`config.mk`:
```
export PLATFORM = sky130hd
export DESIGN_NAME = serial_adder
export DESIGN_NICKNAME = d
export VERILOG_FILES = /design/src/rtl/serial_adder.sv
export SDC_FILE = /design/constraint.sdc
export NUM_CORES = 1
export LEC_CHECK = 0
export CORE_MARGIN = 2
export CORE_UTILIZATION = 60
export DETAILED_ROUTE_END_ITERATION = 10
export DONT_BUFFER_PORTS = 1
export MAX_ROUTING_LAYER = met4
export PLACE_DENSITY = 0.76
export SYNTH_ARGS = -nofsm -noshare
export SYNTH_HDL_FRONTEND = slang
export SYNTH_SLANG_ARGS = --single-unit
export TNS_END_PERCENT = 1
```
`constraint.sdc`:
```
create_clock -name clk -period 2.1 [get_ports clk]
set_input_delay 0.21 -clock clk [delete_from_list [all_inputs] [get_ports clk]]
set_output_delay 0.21 -clock clk [all_outputs]
set_load 0.03 [all_outputs]
```
`src/rtl/serial_adder.sv`:
```
// Bit-serial adder: one full-adder cell plus a carry flop, iterated LSB-first over WIDTH clocks.
// The operands are loaded on an accepted start. The parallel sum and carry-out are presented
// with a one-cycle done pulse.
// Optional feature macro: SERIAL_ADDER_OVF_EN adds the signed-overflow output ovf.
module serial_adder #(
  parameter int unsigned WIDTH = 8
) (
  input  logic             clk,
  input  logic             rst_n,
  input  logic             start,
  input  logic [WIDTH-1:0] a,
  input  logic [WIDTH-1:0] b,
  input  logic             cin,
  output logic             busy,
  output logic             done,
  output logic [WIDTH-1:0] sum,
  output logic             co
`ifdef SERIAL_ADDER_OVF_EN
  ,
  output logic             ovf
`endif
);

  localparam int unsigned CntW = $clog2(WIDTH);

  typedef enum logic [1:0] {
    StIdle,
    StShift,
    StDone
  } state_e;

  state_e           state_q, state_d;
  logic [WIDTH-1:0] areg_q, breg_q, sreg_q;
  logic [CntW-1:0]  count_q;
  logic             carry_q;
  logic             fa_s, fa_c;
  logic             accept;
  logic             last;

  // The full-adder cell: the only arithmetic, reused for every bit position.
  assign fa_s = areg_q[0] ^ breg_q[0] ^ carry_q;
  assign fa_c = (areg_q[0] & breg_q[0]) | (carry_q & (areg_q[0] ^ breg_q[0]));

  // Start is only honoured outside SHIFT, so a running add cannot be disturbed.
  assign accept = start && (state_q != StShift);
  assign last   = (state_q == StShift) && (count_q == CntW'(WIDTH - 1));

  assign busy = (state_q == StShift);
  assign done = (state_q == StDone);

  // State register.
  always_ff @(posedge clk or negedge rst_n) begin
    if (!rst_n) begin
      state_q <= StIdle;
    end else begin
      state_q <= state_d;
    end
  end

  // Next-state logic.
  always_comb begin
    state_d = state_q;
    case (state_q)
      StIdle:  if (start) state_d = StShift;
      StShift: if (last) state_d = StDone;
      StDone:  state_d = start ? StShift : StIdle;
      default: state_d = StIdle;
    endcase
  end

  // Operand capture, serial shift datapath and result registers.
  always_ff @(posedge clk or negedge rst_n) begin
    if (!rst_n) begin
      areg_q  <= '0;
      breg_q  <= '0;
      sreg_q  <= '0;
      count_q <= '0;
      carry_q <= 1'b0;
      sum     <= '0;
      co      <= 1'b0;
`ifdef SERIAL_ADDER_OVF_EN
      ovf     <= 1'b0;
`endif
    end else if (accept) begin
      areg_q  <= a;
      breg_q  <= b;
      carry_q <= cin;
      count_q <= '0;
    end else if (state_q == StShift) begin
      carry_q <= fa_c;
      areg_q  <= areg_q >> 1;
      breg_q  <= breg_q >> 1;
      sreg_q  <= {fa_s, sreg_q[WIDTH-1:1]};
      count_q <= count_q + 1'b1;
      if (last) begin
        sum <= {fa_s, sreg_q[WIDTH-1:1]};
        co  <= fa_c;
`ifdef SERIAL_ADDER_OVF_EN
        // On the last shift carry_q is the carry into the MSB.
        ovf <= carry_q ^ fa_c;
`endif
      end
    end
  end

endmodule

```
==> results of run 1 <==
## state kept, by name (all words and copies together) (netlist names)
name / count
areg_q: 8
breg_q: 8
carry_q: 1
co: 1
count_q: 3
sreg_q: 7
state_q: 2
sum: 8
## worst paths after layout
path	from	endpoint	slack (ns)	cells past startpoint
worst max-delay path	count_q[0]	sum[4]	0.39	4
min in group asynchronous	rst_n	breg_q[1]	0.31	2
worst min-delay path	a[7]	areg_q[7]	0.04	2
max in group asynchronous	rst_n	count_q[1]	1.60	2
worst max register to register	count_q[0]	sum[4]	0.39	4
worst min register to register	sreg_q[1]	sreg_q[1]	0.51	1
## synthesized netlist by cell type
master	instances
dfrtp_1	38
mux2_4	32
nand3b_1	1
buf_2	1
nand2b_1	2
nor2_1	2
mux2i_1	3
fa_1	1
mux2_2	16
o22ai_1	1
nor2b_1	3
ha_1	2
inv_1	3
buf_6	5
## cells by family (layout without fill, tap and decap cells)
kind of cell               Yosys count  count (layout)  share of synthesized area, %
buffers and inverters                9              19                          4.00
and+or+nand+nor                      8               8                          2.56
adders and majority gates            3               3                          2.49
DFF                                 38              38                          52.5
AOI/OAI and AO/OA                    1               1                         0.346
muxes                               51              51                          38.1
## stage by stage
| step | setup WS, ns | utilization [%] |
|---|---|---|
| 4_1_cts | 0.386 | 68.3 |
| 2_1_floorplan | 0.625 | - |
| 6_report | 0.390 | 69.0 |
| 5_1_grt | 0.276 | 69.0 |
| 3_3_place_gp | 0.459 | 64.6 |
| 3_5_place_dp | 0.394 | 64.6 |
## worst max-delay path, stage by stage, from the launching register on
cell      delay (ns)
dfrtp_1         0.41
ha_1            0.21
ha_1            0.19
nand3b_1        0.41
mux2_2          0.39
## per-layer routing
metal  share of wire, %  routed length (um)  vias up
li1                   -                   -      399
met1                 43                1240      454
met2                 47                1360       27
met3                7.6                 219        6
met4                1.7                  49        0
met5                  0                   0        -
## cell type report
| type | instances | area, um2 | share of cell area (%) |
|---|---|---|---|
| clock buffers | 6 | 51.3 | 2.65 |
| clock inverters | 2 | 12.5 | 0.646 |
| inverters | 3 | 11.3 | 0.582 |
| multi-input cells | 63 | 788 | 40.7 |
| flip-flops and latches | 38 | 951 | 49.1 |
| well taps | 31 | 38.8 | 2.00 |
| repair buffers | 8 | 82.6 | 4.27 |
## power by group
part           internal, uW  switching [uW]  leakage [uW]
Clock                   161             239     0.0000343
Sequential             1070             385      0.000472
Combinational           751             392      0.000443
Total                  1980            1020      0.000948
==> results.json, run 1 <==
{
  "outcome": "finished, violations left",
  "violations": "design-rule violations",
  "syn_area_per_cell_um2": 16.5,
  "cts_root_buf": "clkbuf_4",
  "rsz0062_at_grt": "no",
  "cts.sinks": 38,
  "finalSetupViolations": 0,
  "grt_pass1_vias": 931,
  "coreArea_um2": 2810,
  "grt_util_met2_pct": 28.3,
  "final_common_cell": "dfrtp_1",
  "grtUsageTotal_pct": 19.7,
  "netlist_area_um2": 1810,
  "worst_pin_slew_ns": 0.648,
  "cts-buffers-inserted": 5,
  "n_antenna_cell": 0,
  "synth.yosys.warnings": 0,
  "fin_worst_skew_ns": 0.00861,
  "post_cts_resized": 0,
  "pin_count": 31,
  "design.die.area_um2": 3480,
  "final_cell_mix": "38 x dfrtp_1, 32 x mux2_4, 16 x mux2_2",
  "placedCellCount": 138,
  "max-clock-path-buffers": 2,
  "dieWidth_um": 59.0,
  "netlist_instances": 110,
  "placed_area_um2": 1810,
  "yosys.area.top_type": "dfrtp_1",
  "drive_above_1_share_pct": 50.0,
  "final_nets": 142,
  "peakVddDrop_v": 0.000792,
  "end_kind": "register",
  "fin_tns_setup_ns": 0,
  "fin_crit_sh_pct": 81.4,
  "fmax_mhz": 585,
  "die_h_um": 59.0,
  "ctsHoldBuffers": 3,
  "syn_to_final_growth_pct": 6.84,
  "htreeDepth": 2,
  "p_leak_uw": 0.000948,
  "wl_per_cell_um": 19.0,
  "ys_seq_area_share_pct": 52.5,
  "ant_nets": 0,
  "worstHoldPathType": "input port to register",
  "postLayoutCellArea_um2": 1940,
  "drtPass1Iterations": 7,
  "power_density_nw_per_um2": 1550,
  "syn_nets": 133,
  "power_uw": 3000,
  "viasPerCell": 5.87,
  "cp.arrival_ns": 1.95,
  "synth.area.top_cells": "dfrtp_1 52%, mux2_4 27%, mux2_2 9.9%",
  "port_buffers": 0,
  "cts_tree": "yes",
  "fp-row-count": 19,
  "fillCellCount": 219,
  "layoutNonFillerInstCount": 151,
  "grt_pass1_wl_um": 4750,
  "finalMaxSlewViolations": 0,
  "maxCapViolCount": 0,
  "vias": 886,
  "startpoint_type": "register",
  "relSlewSlack_pct": 56.7,
  "use_met1_pct": 25.2,
  "insertion_delay_ns": 0.35,
  "final-hold-violation-count": 0,
  "dp_hpwl_um": 1840,
  "crit_type": "register to register",
  "gr-usage-met3_pct": 7.69,
  "period_needed_ns": 1.71,
  "hold_ws_ns": 0.0371,
  "synth_top_area_share_pct": 52.5,
  "wl_um": 2860,
  "clk_pin_slew_worst_paths_ns": 0.10,
  "grt-busiest-layer": "met2",
  "first_iter_violations": 35,
  "worstPathMaxFanout": 10,
  "antenna_found_initial": 0,
  "start_util_pct": 64.6,
  "synth_seq_cells": 38,
  "overflow": 0,
  "critPathRequiredTime_ns": 2.34,
  "synth.distinct_cells": 14,
  "gp_congestion": 0.715,
  "post_cts_buffers": 0,
  "drc_errors": 5,
  "grt_max_degree": 39
}
(Power assumes the default switching activity.)
==> run 2: changes to the inputs <==
==> constraint.sdc (replaced) <==
create_clock -name clk -period 1.6 [get_ports clk]
set_input_delay 0.16 -clock clk [delete_from_list [all_inputs] [get_ports clk]]
set_output_delay 0.16 -clock clk [all_outputs]
set_load 0.03 [all_outputs]
==> run 2 against run 1 <==
Net effect:
- the flow still finishes with violations (design-rule violations)
- clock skew is essentially flat
- sequential power grew 31%
- non-clock buffer count grew 5
- sequential share of layout area shrank 0.53 points
- combinational power grew 36%
- largest cell class unchanged
- worst setup slack lost 0.32 ns
- clock power grew 13%
- total power grew 31%
- clock-buffer cell count shrank 1
- final area grew 1.1%
- fmax grew 12%
- worst hold slack gained 0.041 ns
==> results.json, run 2 (synthesis gave the netlist of run 1 again) <==
{
  "grt_pass1_wl_um": 4840,
  "p_leak_uw": 0.000970,
  "power_uw": 3910,
  "clk_pin_slew_worst_paths_ns": 0.11,
  "power_density_nw_per_um2": 2000,
  "placedCellCount": 142,
  "final_cell_mix": "38 x dfrtp_1, 32 x mux2_4, 16 x mux2_2",
  "period_needed_ns": 1.53,
  "cp.arrival_ns": 1.76,
  "pin_count": 31,
  "final-hold-violation-count": 0,
  "layoutNonFillerInstCount": 155,
  "timing.rr.start": "count_q[0]",
  "fin_worst_skew_ns": 0.00819,
  "viasPerCell": 5.81,
  "insertion_delay_ns": 0.34,
  "rsz0062_at_grt": "no",
  "grtUsageTotal_pct": 19.8,
  "drc_errors": 5,
  "final_common_cell": "dfrtp_1",
  "max-clock-path-buffers": 2,
  "wl_per_cell_um": 18.0,
  "overflow": 0,
  "maxCapViolCount": 0,
  "peakVddDrop_v": 0.00114,
  "worst_pin_slew_ns": 0.322,
  "die_h_um": 59.0,
  "fillCellCount": 211,
  "slowest_delay_ns": 0.40,
  "n_antenna_cell": 0,
  "top_regs": "areg_q: 8 flops, breg_q: 8 flops, sum: 8 flops",
  "ant_nets": 0,
  "port_buffers": 0,
  "cts_root_buf": "clkbuf_4",
  "htreeDepth": 2,
  "postLayoutCellArea_um2": 1960,
  "relSlewSlack_pct": 78.5,
  "hp-start": "start",
  "wl_um": 2790,
  "crit_type": "register to register",
  "slowest_stage": "dfrtp_1",
  "drtPass1Iterations": 7,
  "gp_congestion": 0.728,
  "finalSetupViolations": 0,
  "place_ws_ns": 0.0707,
  "first_iter_violations": 36,
  "design.die.area_um2": 3480,
  "fin_tns_setup_ns": 0,
  "post_cts_resized": 0,
  "antenna_found_initial": 0,
  "startpoint": "count_q[0]",
  "startpoint_type": "register",
  "syn_to_final_growth_pct": 8.01,
  "path_common_cell": "ha_1",
  "cts-buffers-inserted": 5,
  "fmax_mhz": 655,
  "crit_chain": "ha_1, ha_1, nand3b_1, buf_4, mux2_2",
  "finalMaxSlewViolations": 0,
  "cts.sinks": 38,
  "vias": 901,
  "coreArea_um2": 2810,
  "fin_crit_sh_pct": 95.4,
  "fp-row-count": 19,
  "grt_max_degree": 39,
  "end_kind": "register",
  "worstPathMaxFanout": 7,
  "placed_area_um2": 1840,
  "violations": "design-rule violations",
  "critPathRequiredTime_ns": 1.83,
  "start_util_pct": 64.6,
  "final_nets": 147,
  "worstHoldPathType": "input port to register",
  "grt_pass1_vias": 978,
  "dp_hpwl_um": 1880,
  "drive_above_1_share_pct": 51.6,
  "cts_tree": "yes",
  "outcome": "finished, violations left",
  "dieWidth_um": 59.0,
  "setup_slack_ns": 0.0742
}
-- run 2: timing repair --
item / in CTS / in global routing
hold buffers: 5 / 0
hold endpoints to repair: 42 / 0
setup buffers: 0 / 1
endpoints found under the setup margin: 0 / 5
-- run 2: path summary, 6_finish.rpt --
| check | to | slack [ns] | cells after the start |
|---|---|---|---|
| max | sum[4] | 0.07 | 5 |
| min | count_q[2] | 0.08 | 2 |
| max reg2reg | sum[4] | 0.07 | 5 |
| min reg2reg | breg_q[4] | 0.52 | 1 |
| max in group asynchronous | breg_q[0] | 1.14 | 2 |
| min in group asynchronous | breg_q[7] | 0.27 | 2 |
-- run 2: metrics by stage --
step | utilization (%) | hold WS [ns]
after detailed placement | 65.7 | -0.134
after CTS | 69.5 | 0.0623
after global routing | 69.8 | 0.0647
final | 69.8 | 0.0785
after floorplan | - | -0.136
after global placement | 65.7 | -0.135
-- run 2: worst max-delay path, delay by kind of cell (launching register included) --
kind | cells | cell delay (ns)
buffers and inverters | 1 | 0.17
muxes | 1 | 0.34
and+or+nand+nor | 1 | 0.10
DFF | 1 | 0.40
adders and majority gates | 2 | 0.40
-- run 2: area by class of cell --
type	count	area [um2]	share of cell area [%]
clock buffer	5	37.5	1.92
clock inverter	2	10.0	0.512
inverter	3	11.3	0.575
multi-input combinational	63	788	40.3
sequential	38	951	48.6
tap	31	38.8	1.98
timing repair buffer	13	120	6.14
-- run 2: routing by layer --
| layer | global-route usage (%) | up-vias | routed length (um) |
|---|---|---|---|
| met3 | 5.93 | 7 | 207 |
| met5 | - | - | 0 |
| met1 | 25.0 | 462 | 1170 |
| met4 | 9.74 | 0 | 53 |
| met2 | 29.2 | 23 | 1360 |
| li1 | - | 409 | - |
-- run 2: power breakdown --
part | internal (uW) | switching [uW] | total [uW]
logic | 1030 | 526 | 1550
clock network | 158 | 294 | 452
registers | 1400 | 502 | 1910
total | 2590 | 1320 | 3910
==> run 3: changes to the inputs <==
--- a/config.mk
+++ b/config.mk
@@ -5,8 +5,10 @@
 export SDC_FILE = /design/constraint.sdc
 export NUM_CORES = 1
 export LEC_CHECK = 0
-export CORE_MARGIN = 2
+export ABC_AREA = 1
+export CORE_MARGIN = 4
 export CORE_UTILIZATION = 60
+export CTS_BUF_LIST = sky130_fd_sc_hd__clkbuf_4 sky130_fd_sc_hd__clkbuf_8
 export DETAILED_ROUTE_END_ITERATION = 10
 export DONT_BUFFER_PORTS = 1
 export MAX_ROUTING_LAYER = met4
==> run 3 against run 2 <==
Net effect:
- the flow now finishes without violations
- fmax increased by 4.9%
- non-clock buffer count rose by 13
- clock skew rose by 0.0038 ns
- largest cell class unchanged
- clock-buffer cell count stayed put
- worst hold slack better by 0.022 ns
- cell count grew 52%
- flip-flop and latch count unchanged
- worst setup slack improved by 0.072 ns
- highest routed layer unchanged
- die area up 15%
- first-iteration DRC count grew to 4.1 times the previous value
- sequential share of layout area shrank 3.2 points
- core utilization up 3.7 points
==> results.json, run 3 <==
{
  "relSlewSlack_pct": 53.2,
  "synth.area.top_cells": "dfrtp_1 52%, nand3_2 12%, nand2_1 12%",
  "coreArea_um2": 2850,
  "grtUsageTotal_pct": 20.1,
  "ys_seq_area_share_pct": 51.7,
  "post_cts_buffers": 0,
  "synth.distinct_cells": 20,
  "synth.yosys.warnings": 0,
  "timing.rr.start": "count_q[0]",
  "holdPathEnd": "areg_q[1]",
  "wl_um": 3390,
  "critPathRequiredTime_ns": 1.44,
  "r2r_end": "sum[1]",
  "antenna_found_initial": 0,
  "outcome": "finished clean",
  "final_common_cell": "nand2_1",
  "ant_nets": 0,
  "worstPathMaxFanout": 2,
  "viasPerCell": 5.51,
  "finalMaxSlewViolations": 0,
  "dp_hpwl_um": 2230,
  "final_nets": 226,
  "n_antenna_cell": 0,
  "dieWidth_um": 63.3,
  "cts-buffers-inserted": 5,
  "fin_crit_sh_pct": 90.9,
  "fillCellCount": 210,
  "drc_errors": 0,
  "fin_worst_skew_ns": 0.0120,
  "worstHoldPathType": "input port to register",
  "grt_max_degree": 42,
  "post_cts_resized": 0,
  "power_density_nw_per_um2": 1770,
  "synthFlopType": "dfrtp_1",
  "fin_tns_setup_ns": 0,
  "layoutNonFillerInstCount": 235,
  "startpoint_type": "register",
  "clk_pin_slew_worst_paths_ns": 0.12,
  "max-clock-path-buffers": 2,
  "final_cell_mix": "57 x nand2_1, 38 x dfrtp_1, 30 x nand3_1",
  "p_leak_uw": 0.00103,
  "gp_congestion": 0.793,
  "wl_per_cell_um": 14.4,
  "rrSetupSlack_ns": 0.28,
  "fmax_mhz": 688,
  "grt_pass1_vias": 1309,
  "synth_seq_cells": 38,
  "syn_to_final_growth_pct": 14.1,
  "end_kind": "primary output",
  "port_buffers": 0,
  "synth_most_common_cell": "nand2_1",
  "first_iter_violations": 147,
  "postSynth.asyncResetShare_pct": 100,
  "insertion_delay_ns": 0.34,
  "overflow": 0,
  "yosys.area.top_type": "dfrtp_1",
  "start_util_pct": 64.4,
  "design.die.area_um2": 4010,
  "netlist_area_um2": 1840,
  "hold_ws_ns": 0.101,
  "vias": 1296,
  "fp-row-count": 19,
  "top_regs": "areg_q: 8 flops, breg_q: 8 flops, sum: 8 flops",
  "htreeDepth": 2,
  "drtPass1Iterations": 4,
  "pin_count": 31,
  "hp-start": "start",
  "finalSetupViolations": 0,
  "die_h_um": 63.3,
  "maxCapViolCount": 0,
  "synth_top_area_share_pct": 51.7,
  "peakVddDrop_v": 0.000875,
  "syn_area_per_cell_um2": 10.2,
  "syn_nets": 204,
  "cp.arrival_ns": 1.29,
  "r2r_cells": 6,
  "min_path_cells": 3,
  "placedCellCount": 206,
  "cts_root_buf": "clkbuf_4",
  "drive_above_1_share_pct": 22.5,
  "worst_pin_slew_ns": 0.700,
  "grt_pass1_wl_um": 6050,
  "crit_type": "register to primary output",
  "synth-edff-count": 0,
  "yosys-top-cells-count": "57 x nand2_1, 38 x dfrtp_1, 30 x nand3_1",
  "period_needed_ns": 1.45,
  "rsz0062_at_grt": "no",
  "netlist_instances": 181,
  "cts.sinks": 38,
  "cts_tree": "yes",
  "final-hold-violation-count": 0
}
run 3: stage by stage:
stage | area (um2) | utilization [%] | total power [uW] | setup WS, ns
final | 2100 | 73.5 | 3720 | 0.146
after global routing | 2100 | 73.5 | 4020 | 0.0718
after CTS | 2080 | 72.8 | 3760 | 0.114
after detailed placement | 1800 | 63.1 | 3050 | 0.288
after global placement | 1800 | 63.1 | 2960 | 0.349
after floorplan | 1840 | - | 2980 | 0.389
run 3: cell families after synthesis:
group           Yosys count  synth area share [%]
flops                    38                  51.7
fa+ha+maj                 3                  2.45
compound gates            8                  3.06
simple gates            114                  34.4
buf+inv                  18                  8.37
run 3: area by class of cell:
cell class	count	area, um2	share of cell area [%]
clock inverter	3	40.0	1.91
multi-input combinational	125	733	35.0
timing repair buffer	26	270	12.9
clock buffer	5	37.5	1.79
tap	31	38.8	1.85
inverter	7	26.3	1.25
sequential	38	951	45.3
run 3: worst max-delay path, stage by stage (launching register included):
cell     delay, ns
dfrtp_1       0.44
inv_2         0.06
nor2_1        0.45
run 3: how the worst max path moves through the flow:
stage,end,slack (ns),depth (start not counted),start
4_1_cts,done,0.11,2,state_q[1]
6_report,done,0.15,2,state_q[1]
3_5_place_dp,sum[1],0.29,6,count_q[0]
3_3_place_gp,sum[1],0.35,6,count_q[0]
5_1_grt,done,0.07,2,state_q[1]
2_1_floorplan,sum[7],0.39,6,count_q[0]
run 3: report_power, final:
group	switching, uW	total (uW)	internal [uW]
combinational	785	1290	505
sequential	455	1800	1350
clock	307	630	324
total	1550	3720	2170
run 3: repair_timing:
| item | CTS | global route |
|---|---|---|
| hold endpoints to repair | 54 | 1 |
| endpoints found under the setup margin | 0 | 0 |
| hold buffers | 19 | 2 |
run 3: metal layers:
layer  global-route usage (%)  vias to the layer above  wire [um]
met5                        -                        -          0
met4                     6.20                        0         17
met3                     7.10                        4        134
met2                     32.2                       25       1800
met1                     23.9                      631       1440
li1                         -                      636          -
